--- src/rtl/color_pkg.sv ---
// Shared constants for the grayscale converter: mode encoding, BT.601 defaults
// and the fixed equal-weight set used by the average mode.
package color_pkg;

    typedef enum logic [1:0] {
        MODE_WEIGHTED = 2'd0,
        MODE_AVG      = 2'd1,
        MODE_MAX      = 2'd2,
        MODE_GREEN    = 2'd3
    } gray_mode_e;

    localparam int BT601_R = 77;
    localparam int BT601_G = 150;
    localparam int BT601_B = 29;

    localparam int AVG_R = 85;
    localparam int AVG_G = 85;
    localparam int AVG_B = 86;

    // Weights above are expressed with 8 fractional bits; rescale to another format.
    function automatic int scale_coef(input int w, input int frac);
        if (frac >= 8) begin
            return w << (frac - 8);
        end
        return w >> (8 - frac);
    endfunction

endpackage

--- src/rtl/gray_round_sat.sv ---
// Combinational round-to-nearest, right shift by SH and saturation to OUT_W bits.
module gray_round_sat #(
    parameter int IN_W  = 18,
    parameter int SH    = 8,
    parameter int OUT_W = 8
) (
    input  logic [IN_W-1:0]  value,
    output logic [OUT_W-1:0] result
);

    localparam int EW = IN_W + 1;
    localparam logic [EW-1:0] MAX_OUT = EW'((1 << OUT_W) - 1);

    logic [EW-1:0] shifted;

    generate
        if (SH > 0) begin : g_round
            logic [EW-1:0] biased;
            assign biased  = {1'b0, value} + (EW'(1) << (SH - 1));
            assign shifted = biased >> SH;
        end else begin : g_noround
            assign shifted = {1'b0, value};
        end
    endgenerate

    always_comb begin
        result = shifted[OUT_W-1:0];
        if (shifted > MAX_OUT) begin
            result = '1;
        end
    end

endmodule

--- src/rtl/color_to_grayscale_stream.sv ---
// Three-stage RGB to grayscale stream converter with frame-aligned configuration
// updates and a global valid/ready stall.
module color_to_grayscale_stream
    import color_pkg::*;
#(
    parameter int IN_W      = 8,
    parameter int OUT_W     = 8,
    parameter int COEF_W    = 8,
    parameter int COEF_FRAC = 8,
    parameter int DEF_R     = BT601_R,
    parameter int DEF_G     = BT601_G,
    parameter int DEF_B     = BT601_B
) (
    input  logic              clk,
    input  logic              rst,
    input  logic              cfg_we,
    input  logic [1:0]        cfg_mode,
    input  logic [COEF_W-1:0] cfg_coef_r,
    input  logic [COEF_W-1:0] cfg_coef_g,
    input  logic [COEF_W-1:0] cfg_coef_b,
    input  logic              in_valid,
    output logic              in_ready,
    input  logic [IN_W-1:0]   in_r,
    input  logic [IN_W-1:0]   in_g,
    input  logic [IN_W-1:0]   in_b,
    input  logic              in_sof,
    input  logic              in_eol,
    output logic              out_valid,
    input  logic              out_ready,
    output logic [OUT_W-1:0]  out_gray,
    output logic              out_sof,
    output logic              out_eol,
    output logic [1:0]        active_mode
);

    localparam int P_W = IN_W + COEF_W;
    localparam int S_W = P_W + 2;
    localparam int SH  = COEF_FRAC + IN_W - OUT_W;
    localparam int MSH = IN_W - OUT_W;

    localparam logic [COEF_W-1:0] AVG_CR = COEF_W'(scale_coef(AVG_R, COEF_FRAC));
    localparam logic [COEF_W-1:0] AVG_CG = COEF_W'(scale_coef(AVG_G, COEF_FRAC));
    localparam logic [COEF_W-1:0] AVG_CB = COEF_W'(scale_coef(AVG_B, COEF_FRAC));

    logic advance;
    logic accept;
    logic load_act;

    logic [1:0]        pend_mode, act_mode, src_mode, eff_mode;
    logic [COEF_W-1:0] pend_cr, pend_cg, pend_cb;
    logic [COEF_W-1:0] act_cr, act_cg, act_cb;
    logic [COEF_W-1:0] src_cr, src_cg, src_cb;
    logic [COEF_W-1:0] use_cr, use_cg, use_cb;

    logic              s1_valid, s1_sof, s1_eol;
    logic [1:0]        s1_mode;
    logic [IN_W-1:0]   s1_r, s1_g, s1_b;
    logic [COEF_W-1:0] s1_cr, s1_cg, s1_cb;

    logic              s2_valid, s2_sof, s2_eol;
    logic [1:0]        s2_mode;
    logic [P_W-1:0]    s2_pr, s2_pg, s2_pb;
    logic [IN_W-1:0]   s2_m;
    logic [IN_W-1:0]   max_rg, max_rgb;

    logic              s3_valid, s3_sof, s3_eol;
    logic [1:0]        s3_mode;
    logic [S_W-1:0]    s3_sum;
    logic [IN_W-1:0]   s3_m;

    logic [OUT_W-1:0]  rs_gray;
    logic [OUT_W-1:0]  pick_gray;

    assign advance     = !(out_valid && !out_ready);
    assign in_ready    = advance;
    assign accept      = in_valid && in_ready;
    assign load_act    = accept && in_sof;
    assign active_mode = act_mode;

    // The sof pixel sees a same-cycle write directly, otherwise the pending set.
    always_comb begin
        src_mode = pend_mode;
        src_cr   = pend_cr;
        src_cg   = pend_cg;
        src_cb   = pend_cb;
        if (cfg_we) begin
            src_mode = cfg_mode;
            src_cr   = cfg_coef_r;
            src_cg   = cfg_coef_g;
            src_cb   = cfg_coef_b;
        end
        eff_mode = load_act ? src_mode : act_mode;
        use_cr   = load_act ? src_cr : act_cr;
        use_cg   = load_act ? src_cg : act_cg;
        use_cb   = load_act ? src_cb : act_cb;
        if (eff_mode == MODE_AVG) begin
            use_cr = AVG_CR;
            use_cg = AVG_CG;
            use_cb = AVG_CB;
        end
    end

    always_ff @(posedge clk) begin
        if (rst) begin
            pend_mode <= MODE_WEIGHTED;
            pend_cr   <= COEF_W'(DEF_R);
            pend_cg   <= COEF_W'(DEF_G);
            pend_cb   <= COEF_W'(DEF_B);
            act_mode  <= MODE_WEIGHTED;
            act_cr    <= COEF_W'(DEF_R);
            act_cg    <= COEF_W'(DEF_G);
            act_cb    <= COEF_W'(DEF_B);
        end else begin
            if (cfg_we) begin
                pend_mode <= cfg_mode;
                pend_cr   <= cfg_coef_r;
                pend_cg   <= cfg_coef_g;
                pend_cb   <= cfg_coef_b;
            end
            if (load_act) begin
                act_mode <= src_mode;
                act_cr   <= src_cr;
                act_cg   <= src_cg;
                act_cb   <= src_cb;
            end
        end
    end

    always_ff @(posedge clk) begin
        if (rst) begin
            s1_valid <= 1'b0;
        end else if (advance) begin
            s1_valid <= accept;
            s1_r     <= in_r;
            s1_g     <= in_g;
            s1_b     <= in_b;
            s1_sof   <= in_sof;
            s1_eol   <= in_eol;
            s1_mode  <= eff_mode;
            s1_cr    <= use_cr;
            s1_cg    <= use_cg;
            s1_cb    <= use_cb;
        end
    end

    always_comb begin
        max_rg  = (s1_r > s1_g) ? s1_r : s1_g;
        max_rgb = (max_rg > s1_b) ? max_rg : s1_b;
    end

    always_ff @(posedge clk) begin
        if (rst) begin
            s2_valid <= 1'b0;
        end else if (advance) begin
            s2_valid <= s1_valid;
            s2_pr    <= P_W'(s1_r) * P_W'(s1_cr);
            s2_pg    <= P_W'(s1_g) * P_W'(s1_cg);
            s2_pb    <= P_W'(s1_b) * P_W'(s1_cb);
            s2_m     <= (s1_mode == MODE_MAX) ? max_rgb : s1_g;
            s2_mode  <= s1_mode;
            s2_sof   <= s1_sof;
            s2_eol   <= s1_eol;
        end
    end

    always_ff @(posedge clk) begin
        if (rst) begin
            s3_valid <= 1'b0;
        end else if (advance) begin
            s3_valid <= s2_valid;
            s3_sum   <= S_W'(s2_pr) + S_W'(s2_pg) + S_W'(s2_pb);
            s3_m     <= s2_m;
            s3_mode  <= s2_mode;
            s3_sof   <= s2_sof;
            s3_eol   <= s2_eol;
        end
    end

    gray_round_sat #(
        .IN_W  (S_W),
        .SH    (SH),
        .OUT_W (OUT_W)
    ) u_round_sat (
        .value  (s3_sum),
        .result (rs_gray)
    );

    always_comb begin
        pick_gray = OUT_W'(s3_m >> MSH);
        if (s3_mode == MODE_WEIGHTED || s3_mode == MODE_AVG) begin
            pick_gray = rs_gray;
        end
    end

    // Output only moves when the downstream has taken the current pixel.
    always_ff @(posedge clk) begin
        if (rst) begin
            out_valid <= 1'b0;
            out_gray  <= '0;
            out_sof   <= 1'b0;
            out_eol   <= 1'b0;
        end else if (advance) begin
            out_valid <= s3_valid;
            if (s3_valid) begin
                out_gray <= pick_gray;
                out_sof  <= s3_sof;
                out_eol  <= s3_eol;
            end
        end
    end

endmodule

--- config.mk ---
export PLATFORM = sky130hd
export DESIGN_NAME = color_to_grayscale_stream
export DESIGN_NICKNAME = d
export VERILOG_FILES = /design/src/rtl/color_pkg.sv /design/src/rtl/gray_round_sat.sv /design/src/rtl/color_to_grayscale_stream.sv
export SDC_FILE = /design/constraint.sdc
export NUM_CORES = 1
export LEC_CHECK = 0
export ABC_AREA = 1
export CORE_MARGIN = 1.5
export CORE_UTILIZATION = 61
export CTS_CLUSTER_DIAMETER = 40
export CTS_CLUSTER_SIZE = 24
export DETAILED_ROUTE_END_ITERATION = 8
export PLACE_DENSITY = 0.88
export SYNTH_ARGS = -nofsm -noshare
export SYNTH_HDL_FRONTEND = slang
export SYNTH_SLANG_ARGS = --single-unit
--- constraint.sdc ---
create_clock -name clk -period 17.3 [get_ports clk]
set_clock_uncertainty 0.15 [all_clocks]
set_input_delay 2.595 -clock clk [delete_from_list [all_inputs] [get_ports clk]]
set_output_delay 2.595 -clock clk [all_outputs]
set_load 0.05 [all_outputs]
Yosys cells after proc, flatten, opt, wreduce, memory -nomap -nowiden:

Cells that the tools add are included.

* flip-flop bits (word level): 208
* logic and storage cells: 72

* mux-type cells: 13
* multiply operators: 3
* reductions and logical operators: 9
* order comparisons: 3
* equality and inequality tests: 3
* bitwise operators: 2
* $add $sub $neg: 3

Operators by type and width (number)
* 8-bit two-way mux: 11
* 8-bit by 8-bit multiplier with 16-bit output: 3
* 18-bit by 8-bit adder with 19-bit output, second input constant: 1
* 17-bit by 16-bit adder with 18-bit output: 1
* 16-bit by 16-bit adder with 17-bit output: 1
* 8-bit > comparator: 2
* 11-bit by 8-bit > comparator with 1-bit output, second input constant: 1
* 2-bit by 1-bit equality test with 1-bit output, second input constant: 2
* 2-bit two-way mux: 2
* 2-bit AND reduction: 2
* 1-bit logical AND: 3
* 2-bit equality test, second input constant: 1
* 1-bit zero test: 2
* 2-bit zero test: 1
* 1-bit NOT: 2
* 1-bit logical OR: 1

Depth between registers and ports, before layout:

* depth after elaboration: 7
* mapped depth: 25

By module:

A second synthesis with hierarchy kept.

* cells, all modules: 1775
* area, all modules: 15590.0 um2

By module, submodules not included
* color_to_grayscale_stream: area an instance 15341.0 um2, times used 1, cells each 1730, sequential area each 5525.3 um2
* gray_round_sat: area an instance 249.0 um2, times used 1, cells each 45, sequential area each 0.0 um2

Least setup slack after synthesis:

No wires, ideal clock.

* path kind: input-to-reg
* start point: in rst
* end point: reg s1_b[0], enable pin
* buffers on the path: 2
* arrival time: 8.510 ns
* stages: 3
* slack: 8.012 ns
* cell sequence: buf_2 -> buf_1 -> nor2_1

* word-level cells in the longest chain between the ends: 2

Ends and longest elaborated chain
* start, declared: RTL line color_to_grayscale_stream.sv:15 `input logic rst,`
* 1-bit NOT (no source line)
* 2-bit AND reduction (no source line)
* end signal, assigned: RTL line color_to_grayscale_stream.sv:136 `s1_b <= in_b;`
* end, declared: RTL line color_to_grayscale_stream.sv:57 `logic [IN_W-1:0] s1_r, s1_g, s1_b;`

No other way between the ends.
A chain may end at the register's enable or synchronous reset.

Worst setup path in the final report:

* start point: in out_ready
* end point: out in_ready

* word-level cells in the longest chain between the ends: 3

Ends and longest elaborated chain
* start, declared: RTL line color_to_grayscale_stream.sv:29 `input logic out_ready,`
* 1-bit zero test: RTL line color_to_grayscale_stream.sv:74 `assign advance = !(out_valid && !out_ready);`
* 1-bit logical AND: RTL line color_to_grayscale_stream.sv:74
* 1-bit zero test: RTL line color_to_grayscale_stream.sv:74
* end, declared: RTL line color_to_grayscale_stream.sv:22 `output logic in_ready,`

No other way between the ends.

==> metrics.txt <==
status completed; DR vias/cell 5.36; H-tree levels 4; Synth Register Bits 199; Ports 71; core area 0.0245 mm2; Most common cell on crit path clkdlybuf4s50_1; Clock Latency Late Sink 0.44 ns; vias in the first global route 11800; die extent in y 162 um; Synth Instances 1783; switch share 45.2%; CTS tree built; Worst path max stage delay 0.72 ns; layout cell share with drive strength beyond 1 4.67%; post-layout min period 6.86 ns; EDFF count, synth 133; Post-CTS Hold Fix Bufs 0; clock power share 15.3%; Post-synth ARST share 0%; Setup Total Neg Slack 0 ns; FF-to-FF path depth 16; total CTS buffers 17; Residual DRC 0; Placer Congestion 0.892; initial antenna violation count 0; internal power 1.48 mW; crit start category primary input; Yosys warning total 0; WHS Path Cells 0; Unique masters post-synth 45; Post-CTS Resized 0; clk slew on worst S/H paths 0.08 ns; Root Driver clkbuf_16; commonest non-fill, non-tap cell in the layout nand2_1; Max Slew Vio Count 0; RSZ-0062 raised after global routing false; Die Width 162 um; Critical Path AT 4.12 ns; r2r setup slk 12.60 ns; CP max FO 8; dpl cell area 0.0162 mm2; sequential power share 28.2%; post-route cell area 0.0168 mm2; R2R Path End s2_pg[12]$_DFFE_PP_; Hold Path End s3_m[4]$_DFFE_PP_; Slew headroom 39.8%; Post-Route WL 33200 um; Crit Reg-Reg Startpoint s1_g[5]$_DFFE_PP_; post-route ant nets 0; Slew @ Worst Pin 0.903 ns; Seq/Total Area, Yosys 34.6%; worst hold slack 0.262 ns; post-detail-place hpwl 25800 um; most frequent cells in the layout 450 x nand2_1, 395 x inv_1, 140 x ha_1; reported max-cap violation count 0; Worst Path Required 14.56 ns; slowest CP cell clkdlybuf4s50_1; die area 0.0262 mm2; worst vdd ir 130 uV; DP Worst Slack 10.42 ns; fmax 146 MHz; leakage power 8.93 nW; CTS Buffer Depth 2; Net Sw Power 1.22 mW; Hold WC Path Type flip-flop to flip-flop; via count 11500; Iteration-0 DRC Markers 956; largest net degree at the start of global routing 78; global-route usage over all layers 26.4%; drt pass-1 iters 7; Primary FF master, synth edfxtp_1; wire per inst 15.5 um; Final nets 2126; worst setup margin 10.44 ns; Mapped Nets 2103; IO buf count 70; global-route wire length before repair 54400 um; P per Cell Area 161 mW/mm2; ANT cells 0; starting density of the core 62.7%; kind of critical path primary input to primary output; final period utilization 39.7%; endpoints failing setup 0; final global-route overflow total 0; post-CTS setup buffer count 0; Syn Area/Cell 8.63 um2; area of the mapped netlist 0.0154 mm2; clk sink count 199; hold path startpoint s2_m[4]$_DFFE_PP_; Comb power frac 56.5%; FP Rows 57; Cell Chain, Critical Path clkdlybuf4s50_1 > nor2_4 > inv_1 > clkdlybuf4s50_1; CP endpoint kind primary output; Layout area overhead 9.47%; final hold violation count 0
## power by group through the flow
stage | sequential, mW | combinational [mW] | clock (mW)
floorplan | 0.735 | 1.17 | 0
global placement | 0.770 | 1.42 | 0
detailed placement | 0.774 | 1.49 | 0
CTS | 0.764 | 1.51 | 0.416
global route | 0.772 | 1.74 | 0.434
finish | 0.764 | 1.53 | 0.414
## layout make-up
cell class	count	area [um2]
clock inverters	12	135
multi-input cells	1116	8260
inverters	398	1500
clock buffers	20	489
repair buffers	74	731
flip-flops and latches	199	5320
well taps	324	405
fillers	1801	7700
## per-stage QoR
stage | instances | utilization, % | power (mW)
4_1_cts | 2143 | 68.6 | 2.69
3_5_place_dp | 2111 | 66.1 | 2.26
5_1_grt | 2143 | 68.6 | 2.94
2_1_floorplan | 1783 | - | 1.91
3_3_place_gp | 2111 | 66.1 | 2.19
6_report | 2143 | 68.6 | 2.71
## cell usage after synthesis, types with 2 or more instances
master / instances / area (um2)
nand2_1: 450 / 1690
inv_1: 395 / 1480
ha_1: 140 / 1750
edfxtp_1: 133 / 3990
fa_1: 123 / 2460
nand3_1: 91 / 455
a21oi_1: 75 / 375
dfxtp_1: 66 / 1320
nor2_1: 65 / 244
clkbuf_1: 56 / 210
xor2_1: 39 / 342
o21ai_0: 29 / 145
nor2_2: 15 / 93.8
mux2i_1: 14 / 140
o21ai_2: 14 / 123
nand4_1: 8 / 50.1
o21ai_1: 8 / 40.0
nand2_2: 7 / 43.8
a21o_1: 5 / 37.5
buf_2: 5 / 25.0
buf_6: 5 / 56.3
nor3_1: 4 / 20.0
and2_1: 3 / 18.8
nand3b_1: 3 / 22.5
nor2_4: 3 / 33.8
xnor2_1: 3 / 26.3
a31oi_1: 2 / 12.5
buf_1: 2 / 7.51
o211ai_1: 2 / 15.0
o21a_1: 2 / 15.0
or2_2: 2 / 12.5
## worst max path at each step
stage | from | to | depth (start not counted)
2_1_floorplan | rst | s1_b[0]$_DFFE_PP_ | 3
6_report | out_ready | in_ready | 4
4_1_cts | out_ready | in_ready | 4
3_5_place_dp | out_ready | in_ready | 4
3_3_place_gp | out_ready | in_ready | 4
5_1_grt | out_ready | in_ready | 4
## kinds of logic (layout without fill, tap and decap cells)
family,Yosys count,after routing,share of synthesized area (%)
and+or+nand+nor,656,656,17.8
buffers and inverters,468,504,11.8
adders and majority gates,263,263,27.4
DFF,199,199,34.6
AOI/OAI and AO/OA,141,141,5.23
xor gates and xnor gates,42,42,2.39
muxes,14,14,0.911
## worst max-delay path, delay by kind of cell
family                 cells  cell delay, ns
buffers and inverters      3            1.27
AND/OR/NAND/NOR            1            0.26
## registers in the layout, indices dropped and copies added (netlist names), 11 cells and up
signal / flops
s2_pg: 16
s2_pb: 16
s3_sum: 11
s2_pr: 16
## metal layers
metal | up-vias | routed length, um | global-route usage [%]
met4 | 0 | 1410 | 13.3
met2 | 447 | 16500 | 46.6
met5 | - | 0 | 0
met1 | 5424 | 13100 | 31.0
li1 | 5519 | - | -
met3 | 97 | 2180 | 4.83
(Power assumes the default switching activity.)
